[src/rtl/ksa_gen.sv]
// rtl/ksa_gen.sv - RC4 key-scheduling engine driving an external single-port S-memory
module ksa_gen #(
  parameter int KEY_BYTES = 3,
  parameter int ADDR_W    = 8
) (
  input  logic                   clk,
  input  logic                   rst,
  input  logic                   en,
  input  logic [1:0]             mode,
  output logic                   rdy,
  input  logic [8*KEY_BYTES-1:0] key,
  output logic [ADDR_W-1:0]      addr,
  input  logic [ADDR_W-1:0]      rddata,
  output logic [ADDR_W-1:0]      wrdata,
  output logic                   wren
);

  localparam int KW = (KEY_BYTES > 1) ? $clog2(KEY_BYTES) : 1;

  typedef enum logic [2:0] {IDLE, INIT, RDI, CAPI, RDJ, CAPJ, WRI, WRJ} state_t;

  state_t                 state_q, state_d;
  logic [8*KEY_BYTES-1:0] key_q, key_d;
  logic                   do_ksa_q, do_ksa_d;
  logic [ADDR_W-1:0]      i_q, i_d;
  logic [ADDR_W-1:0]      j_q, j_d;
  logic [KW-1:0]          k_q, k_d;
  logic [ADDR_W-1:0]      si_q, si_d;
  logic [ADDR_W-1:0]      sj_q, sj_d;
  logic [ADDR_W-1:0]      addr_q, addr_d;
  logic [ADDR_W-1:0]      wrdata_q, wrdata_d;
  logic                   wren_q, wren_d;
  logic [7:0]             key_byte;

  always_comb begin
    key_byte = '0;
    for (int b = 0; b < KEY_BYTES; b++) begin
      if (k_q == KW'(b)) key_byte = key_q[8*(KEY_BYTES-b)-1 -: 8];
    end
  end

  always_comb begin
    state_d  = state_q;
    key_d    = key_q;
    do_ksa_d = do_ksa_q;
    i_d      = i_q;
    j_d      = j_q;
    k_d      = k_q;
    si_d     = si_q;
    sj_d     = sj_q;
    addr_d   = addr_q;
    wrdata_d = wrdata_q;
    wren_d   = 1'b0;

    case (state_q)
      IDLE: begin
        if (en) begin
          key_d    = key;
          do_ksa_d = (mode != 2'b01);
          i_d      = '0;
          j_d      = '0;
          k_d      = '0;
          state_d  = (mode == 2'b10) ? RDI : INIT;
        end
      end
      INIT: begin
        i_d = i_q + ADDR_W'(1);
        if (&i_q) state_d = do_ksa_q ? RDI : IDLE;
      end
      RDI:  state_d = CAPI;
      CAPI: begin
        si_d    = rddata;
        j_d     = j_q + rddata + key_byte[ADDR_W-1:0];
        state_d = RDJ;
      end
      RDJ:  state_d = CAPJ;
      CAPJ: begin
        sj_d    = rddata;
        state_d = WRI;
      end
      WRI:  state_d = WRJ;
      WRJ: begin
        i_d     = i_q + ADDR_W'(1);
        k_d     = (k_q == KW'(KEY_BYTES-1)) ? '0 : k_q + KW'(1);
        state_d = (&i_q) ? IDLE : RDI;
      end
      default: state_d = IDLE;
    endcase

    // Memory port is registered, so it is loaded from the state being entered.
    case (state_d)
      INIT: begin
        addr_d   = i_d;
        wrdata_d = i_d;
        wren_d   = 1'b1;
      end
      RDI: addr_d = i_d;
      RDJ: addr_d = j_d;
      WRI: begin
        addr_d   = i_d;
        wrdata_d = sj_d;
        wren_d   = 1'b1;
      end
      WRJ: begin
        addr_d   = j_d;
        wrdata_d = si_d;
        wren_d   = 1'b1;
      end
      default: ;
    endcase
  end

  always_ff @(posedge clk) begin
    if (rst) begin
      state_q  <= IDLE;
      key_q    <= '0;
      do_ksa_q <= 1'b0;
      i_q      <= '0;
      j_q      <= '0;
      k_q      <= '0;
      si_q     <= '0;
      sj_q     <= '0;
      addr_q   <= '0;
      wrdata_q <= '0;
      wren_q   <= 1'b0;
    end else begin
      state_q  <= state_d;
      key_q    <= key_d;
      do_ksa_q <= do_ksa_d;
      i_q      <= i_d;
      j_q      <= j_d;
      k_q      <= k_d;
      si_q     <= si_d;
      sj_q     <= sj_d;
      addr_q   <= addr_d;
      wrdata_q <= wrdata_d;
      wren_q   <= wren_d;
    end
  end

  assign rdy    = (state_q == IDLE);
  assign addr   = addr_q;
  assign wrdata = wrdata_q;
  assign wren   = wren_q;

endmodule

[config.mk]
export PLATFORM = sky130hd
export DESIGN_NAME = ksa_gen
export DESIGN_NICKNAME = d
export VERILOG_FILES = /design/src/rtl/ksa_gen.sv
export SDC_FILE = /design/constraint.sdc
export NUM_CORES = 1
export LEC_CHECK = 0
export ABC_CLOCK_PERIOD_IN_PS = 4500
export CORE_MARGIN = 2
export CORE_UTILIZATION = 45
export CTS_BUF_LIST = sky130_fd_sc_hd__clkbuf_4
export DETAILED_ROUTE_END_ITERATION = 8
export PLACE_DENSITY_LB_ADDON = 0.05
export SYNTH_ARGS = -nofsm -noshare
export SYNTH_HDL_FRONTEND = slang
export SYNTH_SLANG_ARGS = --single-unit
export TNS_END_PERCENT = 50
[constraint.sdc]
create_clock -name clk -period 4.5 [get_ports clk]
set_input_delay 0.675 -clock clk [delete_from_list [all_inputs] [get_ports clk]]
set_output_delay 0.675 -clock clk [all_outputs]
set_load 0.02 [all_outputs]
* Word-level counts from Yosys, hierarchy flattened *
Index checks and enable logic that the tools add are counted.

word-level totals
  register bits = 79
  bits in latches = 0
  memory bits (writable) = 0
  ROM bits = 0
  logic and storage cells = 65
  memories = 0

cells by class
  add/sub/neg operators = 4
  multiply operators = 0
  div/mod/pow operators = 0
  $lt $le $gt $ge = 0
  eq/ne operators = 17
  shifts and indexed selects = 0
  muxes and demuxes = 21
  bitwise gates (word level) = 0
  reduce and logical (&&, ||, !) cells = 12

operators with widths
  operator             count
  $mux 8               7
  $pmux 8 s2           3
  $pmux 3 s8           1
  $pmux 8 s3           1
  $eq 3x3->1 const B   7
  $add 8x8->8          2
  $mux 2               5
  $eq 3x2->1 const B   3
  $add 8x1->8 const B  1
  $reduce_and 8->1     1
  $eq 3x1->1 const B   2
  $mux 3               2
  $reduce_or 3->1      2
  $eq 2x2->1 const B   2
  $pmux 2 s2           1
  $reduce_and 2->1     2
  $reduce_bool 2->1    2
  $reduce_or 2->1      2
  $logic_not 3->1      1
  $reduce_bool 3->1    1
  $add 2x1->2 const B  1
  $eq 2x1->1 const B   1
  $logic_not 2->1      1
  $ne 2x1->1 const B   1
  other kinds (2)      2

* Depth between registers and ports, before layout *
Gate-level depths: netlist of the first run.

  depth after elaboration = 7
  depth in mapped cells = 14

* Least setup slack after synthesis of the first run *
Ideal clock, no wire load.

  path type = register -> register
  from = register k_q[1]
  to = register addr_q[7], in the netlist addr[7]
  arrival = 3.175 ns
  required time = 4.440 ns
  setup slack = 1.266 ns
  cell stages (with the launch flop) = 15
  path buffers = 1
  period minus slack after synthesis = 3.234 ns
  cells stage by stage = dfxtp_1 buf_1 mux2i_1 nor2_1 a21oi_1 fa_1 inv_1 ha_1 fa_1 a211oi_1 o21bai_1 a21oi_1 xnor2_1 mux2i_1 o311a_1

between the ends
  longest elaborated chain between the ends = 7
  elaborated cells on any way between the ends = 9
  those cells by class = 1 x add/sub; 2 x eq/ne; 5 x mux; 1 x reduce/logical

RTL lines
  element                   RTL line  text
  start: declaration        27        logic [KW-1:0] k_q, k_d;
  start signal: assignment  132       k_q <= k_d;
  $logic_not 2->1           38        if (k_q == KW'(b)) key_byte = key_q[8*(KEY_BYTES-b)-1 -: 8];
  $mux 8 (2 in a row)       38
  $mux 8 (*)                38
  $add 8x8->8 (*)           73        j_d = j_q + rddata + key_byte[ADDR_W-1:0];
  $pmux 8 s2 (*)            55        case (state_q)
  $pmux 8 s2 (*)            91        case (state_d)
  end signal: assignment    135       addr_q <= addr_d;
  end: declaration          30        logic [ADDR_W-1:0] addr_q, addr_d;

Every way passes the cells marked *; elsewhere a longest branch is shown, timed or not.
A chain may end at the register's enable or synchronous reset.

* Worst setup path after layout of the first run *
  from = register k_q[0]
  to = register addr_q[7], in the netlist addr[7]

The elaborated chain is that of the path after synthesis.

==> reports/qor.log, run 1 <==
INFO  outcome        outcome=completed
INFO  floorplan      pin_count=55
INFO  clock_network  cts_tree=built
INFO  logic_synthesis netlist-cell-type-count=57
INFO  cells_and_area final_core_util=0.550
INFO  power_and_ir_drop totalPowerFinal=1.66mW
INFO  floorplan      num_rows=33
INFO  timing         finalSetupViolations=0
INFO  detailed_routing drt_first_pass_iters=5
INFO  logic_synthesis count_of_flip_flops_with_a_built_in_enable_after_synthesis=0
INFO  logic_synthesis cell_type_with_the_highest_aggregate_area_in_the_netlist=dfxtp_1
INFO  placed_design  gpl.final_weighted_congestion=0.858
INFO  cells_and_area num-nets-final=561
INFO  timing         timing.max_slew.rel_slack=0.448
INFO  job            timing.max_cap.violations=0
INFO  detailed_routing detail_route.drc_violations=0
INFO  timing         timing.final.crit_period=3.52ns
INFO  setup_path     critical_path_arrival=3.88ns
INFO  clock_network  cts.repair_timing.setup_buffer_count=0
INFO  cells_and_area synthToLayoutAreaGrowth=18.9%
INFO  logic_synthesis ys_ff_latch=71
INFO  global_routing grt_pass1_vias=3281
INFO  power_and_ir_drop powerDensity=369nW/um^2
INFO  placed_design  buffer_ports.inserted=54
INFO  cells_and_area post_route_cells_drive_above_1_share=0.0584
INFO  min_path       timing.hold.worst.class=reg -> reg
INFO  floorplan      floorplan_die_width=95.7um
INFO  placed_design  placedCellCount=603
INFO  cells_and_area finalInstanceArea=4500um^2
INFO  setup_path     worstReg2RegStart=k_q[0]
INFO  min_path       whs_path_depth=2
INFO  detailed_routing vias=3473
INFO  min_path       holdCritStartpoint=si_q[3]
INFO  timing         timing.setup.tns=0ns
INFO  setup_path     timing.setup.critical_path_class=reg -> reg
INFO  logic_synthesis synth.avg_cell_area=8.03um^2
INFO  global_routing grt_first_pass_wirelength=16.6mm
INFO  timing         layout_setup_ws=0.985ns
INFO  logic_synthesis post_synth_design_cell_area=3780um^2
INFO  setup_path     critical_path_source_type=flop
INFO  placed_design  placed_area=4360um^2
INFO  logic_synthesis synth_flop_cell=dfxtp_1
INFO  global_routing total_congestion_overflow_after_global_routing=0
INFO  timing         tightest_slew=0.823ns
INFO  clock_network  tritoncts.num_buffers=9
INFO  logic_synthesis yosysTopAreaCellShare=0.376
INFO  floorplan      core_footprint=8180um^2
INFO  clock_network  path_clk_slew=0.12ns
INFO  setup_path     rr_worst_depth=12
INFO  detailed_routing antenna_violating_nets_post_route=0
INFO  setup_path     crit_end_category=flop
INFO  timing         rsz0062_at_grt=no
INFO  logic_synthesis synth.net_count=523
INFO  clock_network  clockRootBuffer=clkbuf_4
INFO  cells_and_area stdcell_count=619
INFO  timing         whs=0.465ns
INFO  clock_network  clock_latency_on_the_worst_skew_pair=0.42ns
INFO  global_routing antenna_found_initial=0
INFO  global_routing grtUsageTotal=0.238
INFO  logic_synthesis synthArstFlopShare=0
INFO  power_and_ir_drop ir_drop=0.148mV
INFO  timing         clock-skew-final=0.0211ns
INFO  clock_network  clkSinkCount=71
INFO  power_and_ir_drop static-leakage-power=1.68nW
INFO  logic_synthesis synth_area_leaders=dfxtp_1 38%, nand2_1 8.7%, a21oi_1 7.5%
INFO  setup_path     worstReg2RegEnd=addr[7]
INFO  cells_and_area nFillCells=801
INFO  clock_network  postCtsHoldBufs=0
INFO  logic_synthesis register_area_share_after_synthesis=0.376
INFO  setup_path     cp_data_required_time=4.87ns
INFO  timing         slew_viol_final=0
INFO  min_path       worst_hold_path.endpoint=si_q[3]
INFO  detailed_routing finalWirelength=9.99mm
INFO  setup_path     worst-r2r-setup-slack=0.98ns
INFO  timing         fmax=284MHz
INFO  floorplan      die-area=9150um^2
INFO  placed_design  dp_slack=0.802ns
INFO  floorplan      die_y=95.7um
INFO  clock_network  ctsResizeCount=0
INFO  timing         finalCritPeriodShare=0.781
INFO  detailed_routing avgRoutedWirePerCell=16.1um
INFO  cells_and_area antenna_cells_inserted=0
INFO  setup_path     timing.critical_path.fanout_max=13
INFO  placed_design  dp.final_hpwl=7.36mm
INFO  detailed_routing vias_per_cell=5.61
INFO  timing         timing.final.hold_violations=0
INFO  clock_network  cts-root-to-sink-buffers=2
INFO  clock_network  htree_levels=3
INFO  logic_synthesis number_of_warnings_printed_during_yosys_synthesis=0
INFO  floorplan      initial_core_util=0.463
INFO  detailed_routing detail_route.iter0.violations=162
INFO  logic_synthesis netlist_instances=471
INFO  global_routing grt_start_max_net_pins=45
[synthesized netlist by cell type, types with 2 or more instances]
cell	number
a221oi_1	6
a21o_1	5
ha_1	7
nand3_1	7
buf_4	2
nand3b_1	3
o32ai_1	2
o21a_1	6
nor2b_1	10
nand4_1	3
a31oi_1	3
xor2_1	2
mux2_2	2
o21bai_1	3
nand2b_1	3
and3_1	4
clkbuf_1	24
a211oi_1	8
a21oi_1	57
and2_1	3
inv_1	13
a22oi_1	8
buf_2	4
nand2_1	88
nor2_1	39
fa_1	8
nor3_1	14
xnor2_1	8
a311oi_1	2
buf_1	2
dfxtp_1	71
and4_1	2
mux2i_1	12
o21ai_0	17
[worst max-delay path by stage]
stage / start / end / depth (start not counted)
after floorplan: k_q[1] / addr[7] / 14
final: k_q[0] / addr[7] / 12
after global placement: rddata[1] / j_q[7] / 12
after global routing: k_q[0] / j_q[7] / 12
after detailed placement: rddata[1] / j_q[7] / 12
after CTS: k_q[0] / addr[7] / 12
[power by group]
part,internal (mW),leakage [nW],switching [mW]
Combinational,0.218,1.02,0.287
Sequential,0.688,0.579,0.0445
Clock,0.195,0.0820,0.226
[registers in the layout, summed over array words and instances (netlist names)]
register	cells
si_q	8
addr	8
k_q	2
key_q	24
i_q	8
j_q	8
wren	1
wrdata	8
state_q	3
do_ksa_q	1
[cells in the final DEF, fill, tap and decap left out, types with 2 or more instances in the layout]
cell type,Yosys,routed
nor2_1,39,39
clkdlybuf4s50_1,0,53
buf_4,2,6
clkbuf_4,0,13
nand3b_1,3,3
a21oi_1,57,57
fa_1,8,8
o21ai_0,17,17
dfxtp_1,71,71
a211oi_1,8,8
nor2b_1,10,10
nand2_1,88,88
o32ai_1,2,2
inv_1,13,13
mux2i_1,12,12
o21bai_1,3,3
xnor2_1,8,8
nand3_1,7,7
a31oi_1,3,3
and3_1,4,4
a22oi_1,8,8
mux2_2,2,2
xor2_1,2,2
o21a_1,6,6
a311oi_1,2,2
ha_1,7,7
and2_1,3,3
and4_1,2,2
nand4_1,3,3
nand2b_1,3,3
a21o_1,5,5
a221oi_1,6,6
nor3_1,14,14
[critical path, cell delays in order, from the launching register on]
cell,delay [ns]
dfxtp_1,0.54
nor2b_1,0.41
a21oi_1,0.18
fa_1,0.50
inv_1,0.04
ha_1,0.21
fa_1,0.42
a211oi_1,0.26
o21bai_1,0.11
a21oi_1,0.18
xnor2_1,0.20
mux2i_1,0.24
o311a_1,0.17
[per-layer routing]
layer	part of all wire	track usage
met1	0.45	0.323
met2	0.48	0.383
met3	0.055	0.0379
met4	0.015	0.0810
met5	0	0
[cell families after synthesis]
logic type      synth area share
xor+xnor                  0.0304
buf+inv                   0.0510
fa+ha+maj                 0.0655
compound gates             0.218
flops                      0.376
simple gates               0.217
mux                       0.0417
[area by class of cell]
cell class              instances  area (um^2)  area share
clock inverters                 3         43.8     0.00974
inverters                      13         48.8      0.0109
clock buffers                  13         97.6      0.0217
flip-flops and latches         71         1420       0.316
well taps                     105          131      0.0292
multi-input cells             354         2170       0.483
repair buffers                 60          581       0.129
Note: power is estimated with default switching activity, not from simulation.
==> run 2: changes to the inputs <==
ABC_CLOCK_PERIOD_IN_PS = 2980   (was 4500)
clock period = 2.98 ns   (was 4.5 ns; I/O delays follow)
==> reports/qor.log, run 2 (synthesis gave the netlist of run 1 again) <==
INFO  outcome        outcome=completed
INFO  global_routing grt_first_pass_wirelength=17.5mm
INFO  floorplan      die-area=9150um^2
INFO  setup_path     timing.critical_path.fanout_max=3
INFO  detailed_routing detail_route.drc_violations=0
INFO  cells_and_area num-nets-final=592
INFO  floorplan      floorplan_die_width=95.7um
INFO  floorplan      core_footprint=8180um^2
INFO  floorplan      die_y=95.7um
INFO  global_routing antenna_found_initial=0
INFO  cells_and_area most_common_library_cell_in_the_layout_ignoring_fill_and_taps=nand2_1
INFO  timing         slew_viol_final=0
INFO  setup_path     crit_end_category=flop
INFO  global_routing globalRoute.busiestLayer=met2
INFO  detailed_routing detail_route.iter0.violations=157
INFO  floorplan      num_rows=33
INFO  timing         clock-skew-final=0.0194ns
INFO  cells_and_area antenna_cells_inserted=0
INFO  detailed_routing drt_first_pass_iters=4
INFO  timing         finalSetupViolations=0
INFO  global_routing grt_pass1_vias=3529
INFO  setup_path     timing.setup.critical_path_class=reg -> reg
INFO  clock_network  clkSinkCount=71
INFO  clock_network  clock_latency_on_the_worst_skew_pair=0.43ns
INFO  setup_path     critical_path_arrival=3.34ns
INFO  setup_path     critical_path_source_type=flop
INFO  min_path       timing.hold.worst.class=in -> reg
INFO  setup_path     rr_worst_depth=15
INFO  global_routing grtUsageMet1=0.338
INFO  placed_design  buffer_ports.inserted=54
INFO  global_routing grtUsageTotal=0.250
INFO  power_and_ir_drop powerDensity=543nW/um^2
INFO  clock_network  postCtsHoldBufs=0
INFO  detailed_routing vias_per_cell=5.52
INFO  timing         timing.final.crit_period=2.96ns
INFO  timing         fmax=337MHz
INFO  detailed_routing vias=3585
INFO  global_routing grt.met3_usage=0.0451
INFO  floorplan      initial_core_util=0.463
INFO  placed_design  gpl.final_weighted_congestion=0.926
INFO  clock_network  htree_levels=3
INFO  clock_network  clockRootBuffer=clkbuf_4
INFO  min_path       whs_path_depth=2
INFO  timing         timing.final.hold_violations=0
INFO  cells_and_area synthToLayoutAreaGrowth=27.6%
INFO  timing         timing.max_slew.rel_slack=0.501
INFO  power_and_ir_drop static-leakage-power=1.84nW
INFO  clock_network  tritoncts.num_buffers=9
INFO  timing         tightest_slew=0.746ns
INFO  power_and_ir_drop ir_drop=0.248mV
INFO  clock_network  path_clk_slew=0.12ns
INFO  cells_and_area final_core_util=0.590
INFO  cells_and_area nFillCells=790
INFO  cells_and_area largest_register_ff_count=24
INFO  clock_network  cts-root-to-sink-buffers=2
INFO  cells_and_area sequential_standard_cell_area=1420um^2
INFO  global_routing total_congestion_overflow_after_global_routing=0
INFO  cells_and_area post_route_cells_drive_above_1_share=0.134
INFO  floorplan      pin_count=55
INFO  cells_and_area footprint_of_the_multi_input_gates=2250um^2
INFO  placed_design  dp.final_hpwl=7.73mm
INFO  clock_network  cts_tree=built
INFO  cells_and_area final_cell_mix=88 x nand2_1, 70 x dfxtp_1, 53 x a21oi_1, 53 x clkdlybuf4s50_1, 39 x nor2_1
INFO  cells_and_area registers.top_by_ff_count=key_q
INFO  timing         finalCritPeriodShare=0.995
INFO  setup_path     cp_data_required_time=3.35ns
INFO  global_routing use_met2=0.400
INFO  detailed_routing finalWirelength=10.6mm
INFO  detailed_routing antenna_violating_nets_post_route=0
INFO  global_routing grt_start_max_net_pins=32
INFO  detailed_routing avgRoutedWirePerCell=16.3um
INFO  job            timing.max_cap.violations=0
INFO  timing         rsz0062_at_grt=yes
INFO  power_and_ir_drop totalPowerFinal=2.62mW
==> run 2: changes by cell type in the layout (fill, tap and decap cells not counted), sizes merged <==
cell | previous run | this run
bufinv | 1 | 2
clkinv | 2 | 4
buf | 7 | 38
clkbuf | 13 | 9
==> run 2: timing repair <==
item / CTS / global route
setup endpoints to repair: 4 / 7
endpoints found under the hold margin: 0 / 0
gates resized for setup: 7 / 16
pin swaps: 8 / 9
setup buffers: 1 / 5
==> run 2: cell type report <==
type,instances,area share
Multi-Input combinational cell,354,0.467
Sequential cell,71,0.295
Timing Repair Buffer,91,0.171
Tap cell,105,0.0272
Clock inverter,6,0.0158
Clock buffer,9,0.0140
Inverter,13,0.0101
==> run 2: where the power goes <==
group | internal [mW] | total, mW | switching (mW)
registers | 1.04 | 1.11 | 0.0672
logic | 0.377 | 0.838 | 0.461
clock network | 0.327 | 0.674 | 0.347
total | 1.74 | 2.62 | 0.876
==> run 2: metal layers <==
layer	up-vias	wire length, um	share of wire
met5	-	0	0
met4	0	182	0.017
met3	13	546	0.052
met2	86	4980	0.47
met1	1706	4890	0.46
li1	1780	-	-
==> run 2: worst paths after layout <==
check / end / start / slack [ns]
setup / recovery: addr[5] / k_q[1] / 0.02
hold / removal: i_q[6] / rst / 0.43
setup reg to reg: addr[5] / k_q[1] / 0.02
hold reg to reg: si_q[7] / si_q[7] / 0.46
==> run 2: metrics by stage <==
stage / area (um^2) / worst slack, ns / setup TNS (ns) / std cells / hold WS (ns)
3_5_place_dp: 4550 / -0.454 / -1.77 / 628 / 0.448
4_1_cts: 4720 / -0.0327 / -0.0448 / 644 / 0.422
6_report: 4820 / 0.0157 / 0 / 649 / 0.427
2_1_floorplan: 3790 / 0.0238 / 0 / 471 / 0.432
3_3_place_gp: 4550 / -0.400 / -1.56 / 628 / 0.443
5_1_grt: 4820 / -0.103 / -0.292 / 649 / 0.434
==> run 2: critical path, cell delays in order (launching register included) <==
cell     delay, ns
dfxtp_2       0.35
buf_6         0.12
mux2i_2       0.14
nor2_1        0.14
a21oi_2       0.06
fa_1          0.48
inv_1         0.04
ha_2          0.18
fa_2          0.36
buf_6         0.13
a21o_1        0.16
a21oi_2       0.15
xnor2_1       0.16
a22oi_2       0.09
a21oi_1       0.17
o221a_1       0.17
==> run 3: changes to the inputs <==
CORE_MARGIN = not set   (was 2)
CTS_CLUSTER_SIZE = 20   (was not set)
PLACE_DENSITY = 0.81   (was not set)
PLACE_DENSITY_LB_ADDON = not set   (was 0.05)
==> reports/qor.log, run 3 (synthesis gave the netlist of run 1 again) <==
INFO  clock_network  htree_levels=3
INFO  power_and_ir_drop power.share.clock=0.271
INFO  setup_path     critPathMaxStageDelay=0.49ns
INFO  outcome        violations=setup timing
INFO  floorplan      num_rows=33
INFO  cells_and_area sequential_standard_cell_area=1430um^2
INFO  timing         timing.max_slew.rel_slack=0.579
INFO  global_routing total_congestion_overflow_after_global_routing=0
INFO  detailed_routing drt_first_pass_iters=5
INFO  clock_network  clock_latency_on_the_worst_skew_pair=0.43ns
INFO  clock_network  cts_tree=built
INFO  job            timing.max_cap.violations=0
INFO  setup_path     timing.critical_path.fanout_max=7
INFO  floorplan      die-area=8770um^2
INFO  cells_and_area footprint_of_the_multi_input_gates=2230um^2
INFO  timing         timing.setup.tns=-0.0363ns
INFO  detailed_routing antenna_violating_nets_post_route=0
INFO  setup_path     worst-r2r-setup-slack=-0.03ns
INFO  floorplan      floorplan_die_width=93.7um
INFO  outcome        outcome=complete, but fails checks
INFO  global_routing grt_pass1_vias=3612
INFO  detailed_routing avgRoutedWirePerCell=16.5um
INFO  timing         finalSetupViolations=2
INFO  detailed_routing vias=3695
INFO  cells_and_area post_route_cells_drive_above_1_share=0.120
INFO  cells_and_area registers.top_by_ff_count=key_q
INFO  timing         whs=0.455ns
INFO  timing         fmax=332MHz
INFO  setup_path     worst_setup_path_endpoint=addr[5]
INFO  power_and_ir_drop p_switching=883uW
INFO  clock_network  clockRootBuffer=clkbuf_4
INFO  setup_path     critical_path_arrival=3.40ns
INFO  cells_and_area nFillCells=714
INFO  clock_network  tritoncts.num_buffers=9
INFO  setup_path     cpMostUsedCell=a21oi_2
INFO  timing         clock-skew-final=0.0140ns
INFO  setup_path     critical_path_source_type=flop
INFO  clock_network  path_clk_slew=0.12ns
INFO  timing         timing.final.crit_period=3.01ns
INFO  cells_and_area largest_register_ff_count=24
INFO  floorplan      initial_core_util=0.463
INFO  clock_network  cts-root-to-sink-buffers=2
INFO  setup_path     timing.setup.critical_path_class=reg -> reg
INFO  setup_path     cp_data_required_time=3.37ns
INFO  timing         timing.final.hold_violations=0
INFO  cells_and_area num-nets-final=581
INFO  power_and_ir_drop ir_drop=0.218mV
INFO  detailed_routing finalWirelength=10.5mm
INFO  timing         slew_viol_final=0
INFO  cells_and_area antenna_cells_inserted=0
INFO  detailed_routing vias_per_cell=5.78
INFO  power_and_ir_drop powerDensity=561nW/um^2
INFO  global_routing grt_first_pass_wirelength=17.3mm
INFO  power_and_ir_drop switching_part_of_the_total_power=0.333
INFO  clock_network  clkSinkCount=71
INFO  power_and_ir_drop share_comb_of_total_power=0.313
INFO  timing         rsz0062_at_grt=yes
INFO  setup_path     crit_end_category=flop
INFO  detailed_routing detail_route.iter0.violations=311
INFO  power_and_ir_drop seq_power_share=0.416
INFO  cells_and_area synthToLayoutAreaGrowth=25.1%
INFO  detailed_routing detail_route.drc_violations=0
INFO  floorplan      die_y=93.7um
INFO  clock_network  cts.repair_timing.setup_buffer_count=0
INFO  setup_path     critical-path-slowest-cell=fa_1
INFO  setup_path     worstReg2RegStart=k_q[1]
INFO  placed_design  buffer_ports.inserted=54
INFO  global_routing antenna_found_initial=0
INFO  cells_and_area stdcell_count=639
INFO  global_routing grt_start_max_net_pins=28
INFO  timing         finalCritPeriodShare=1.01
INFO  cells_and_area final_cell_mix=88 x nand2_1, 70 x dfxtp_1, 53 x a21oi_1, 53 x clkdlybuf4s50_1, 38 x nor2_1
INFO  power_and_ir_drop static-leakage-power=1.79nW
INFO  min_path       timing.hold.worst.class=in -> reg
INFO  setup_path     worstReg2RegEnd=addr[5]
INFO  placed_design  gpl.final_weighted_congestion=0.893
INFO  timing         layout_setup_ws=-0.0314ns
INFO  cells_and_area most_common_library_cell_in_the_layout_ignoring_fill_and_taps=nand2_1
INFO  floorplan      pin_count=55
INFO  setup_path     series_of_cell_instances_along_the_critical_path=mux2i_2 > nor2_2 > a21oi_2 > fa_1 > inv_1 > ha_2 > fa_2 > buf_4 > a21o_1 > a21oi_2 > xnor2_1 > a22oi_1 > a21oi_1 > o221a_1
INFO  placed_design  placedCellCount=623
INFO  power_and_ir_drop cellInternalPower=1.77mW
INFO  global_routing grtUsageTotal=0.256
INFO  placed_design  dp.final_hpwl=7.44mm
INFO  setup_path     rr_worst_depth=14
INFO  setup_path     crit_path_start=k_q[1]
INFO  timing         tightest_slew=0.629ns
INFO  floorplan      core_footprint=8180um^2
[run 3: cell count changes in the layout (fill, tap and decap cells not counted), moves of 2 or more]
cell,before,now
buf_4,34,26
buf_6,3,0
clkbuf_4,9,12
clkinv_1,3,0
fa_1,5,7
fa_2,3,1
[run 3: cell type report]
class | count | area share
repair buffers | 80 | 0.154
multi-input cells | 354 | 0.472
flip-flops and latches | 71 | 0.301
inverters | 13 | 0.0103
well taps | 105 | 0.0278
clock buffers | 12 | 0.0190
clock inverters | 4 | 0.0148
[run 3: power groups by stage]
stage / registers, mW / clock network (mW) / logic (mW)
global placement: 1.12 / 0 / 0.777
floorplan: 1.15 / 0 / 0.469
CTS: 1.10 / 0.718 / 0.808
detailed placement: 1.13 / 0 / 0.795
global route: 1.12 / 0.766 / 0.906
finish: 1.11 / 0.719 / 0.831
[run 3: critical path: cells and delay by family, from the launching register on]
family | cells | cell delay (ns)
adders and majority gates | 3 | 1.06
AOI/OAI and AO/OA | 6 | 0.88
DFF | 1 | 0.40
buffers and inverters | 2 | 0.20
muxes | 1 | 0.16
xor gates and xnor gates | 1 | 0.14
and+or+nand+nor | 1 | 0.12
[run 3: worst min-delay path by stage]
stage                     slack (ns)      start   endpoint  cells after the start
after floorplan                 0.43    si_q[4]    si_q[4]                      2
after global placement          0.44  wrdata[5]  wrdata[5]                      2
after detailed placement        0.45    si_q[4]    si_q[4]                      2
after CTS                       0.45        rst     i_q[2]                      2
after global routing            0.48    si_q[5]    si_q[5]                      2
final                           0.46        rst     i_q[2]                      2
[run 3: per-stage QoR]
stage / instance area [um^2] / setup WS (ns) / utilization / power (mW)
2_1_floorplan: 3790 / 0.0238 / - / 1.62
3_3_place_gp: 4510 / -0.374 / 0.551 / 1.90
3_5_place_dp: 4510 / -0.461 / 0.551 / 1.92
4_1_cts: 4700 / -0.00461 / 0.575 / 2.63
5_1_grt: 4730 / -0.212 / 0.579 / 2.79
6_report: 4730 / -0.0314 / 0.579 / 2.66
[run 3: per-layer routing]
metal	wire length, um	part of all wire	GRT usage
met1	4260	0.40	0.307
met2	5340	0.51	0.444
met3	720	0.068	0.0485
met4	209	0.020	0.113
met5	0	0	0
[run 3: what timing repair did]
item / CTS / global route
pin swaps: 3 / 13
endpoints found under the hold margin: 0 / 0
setup endpoints to repair: 5 / 5
gates cloned: 0 / 0
hold buffers: 0 / 0
gates resized for setup: 8 / 10
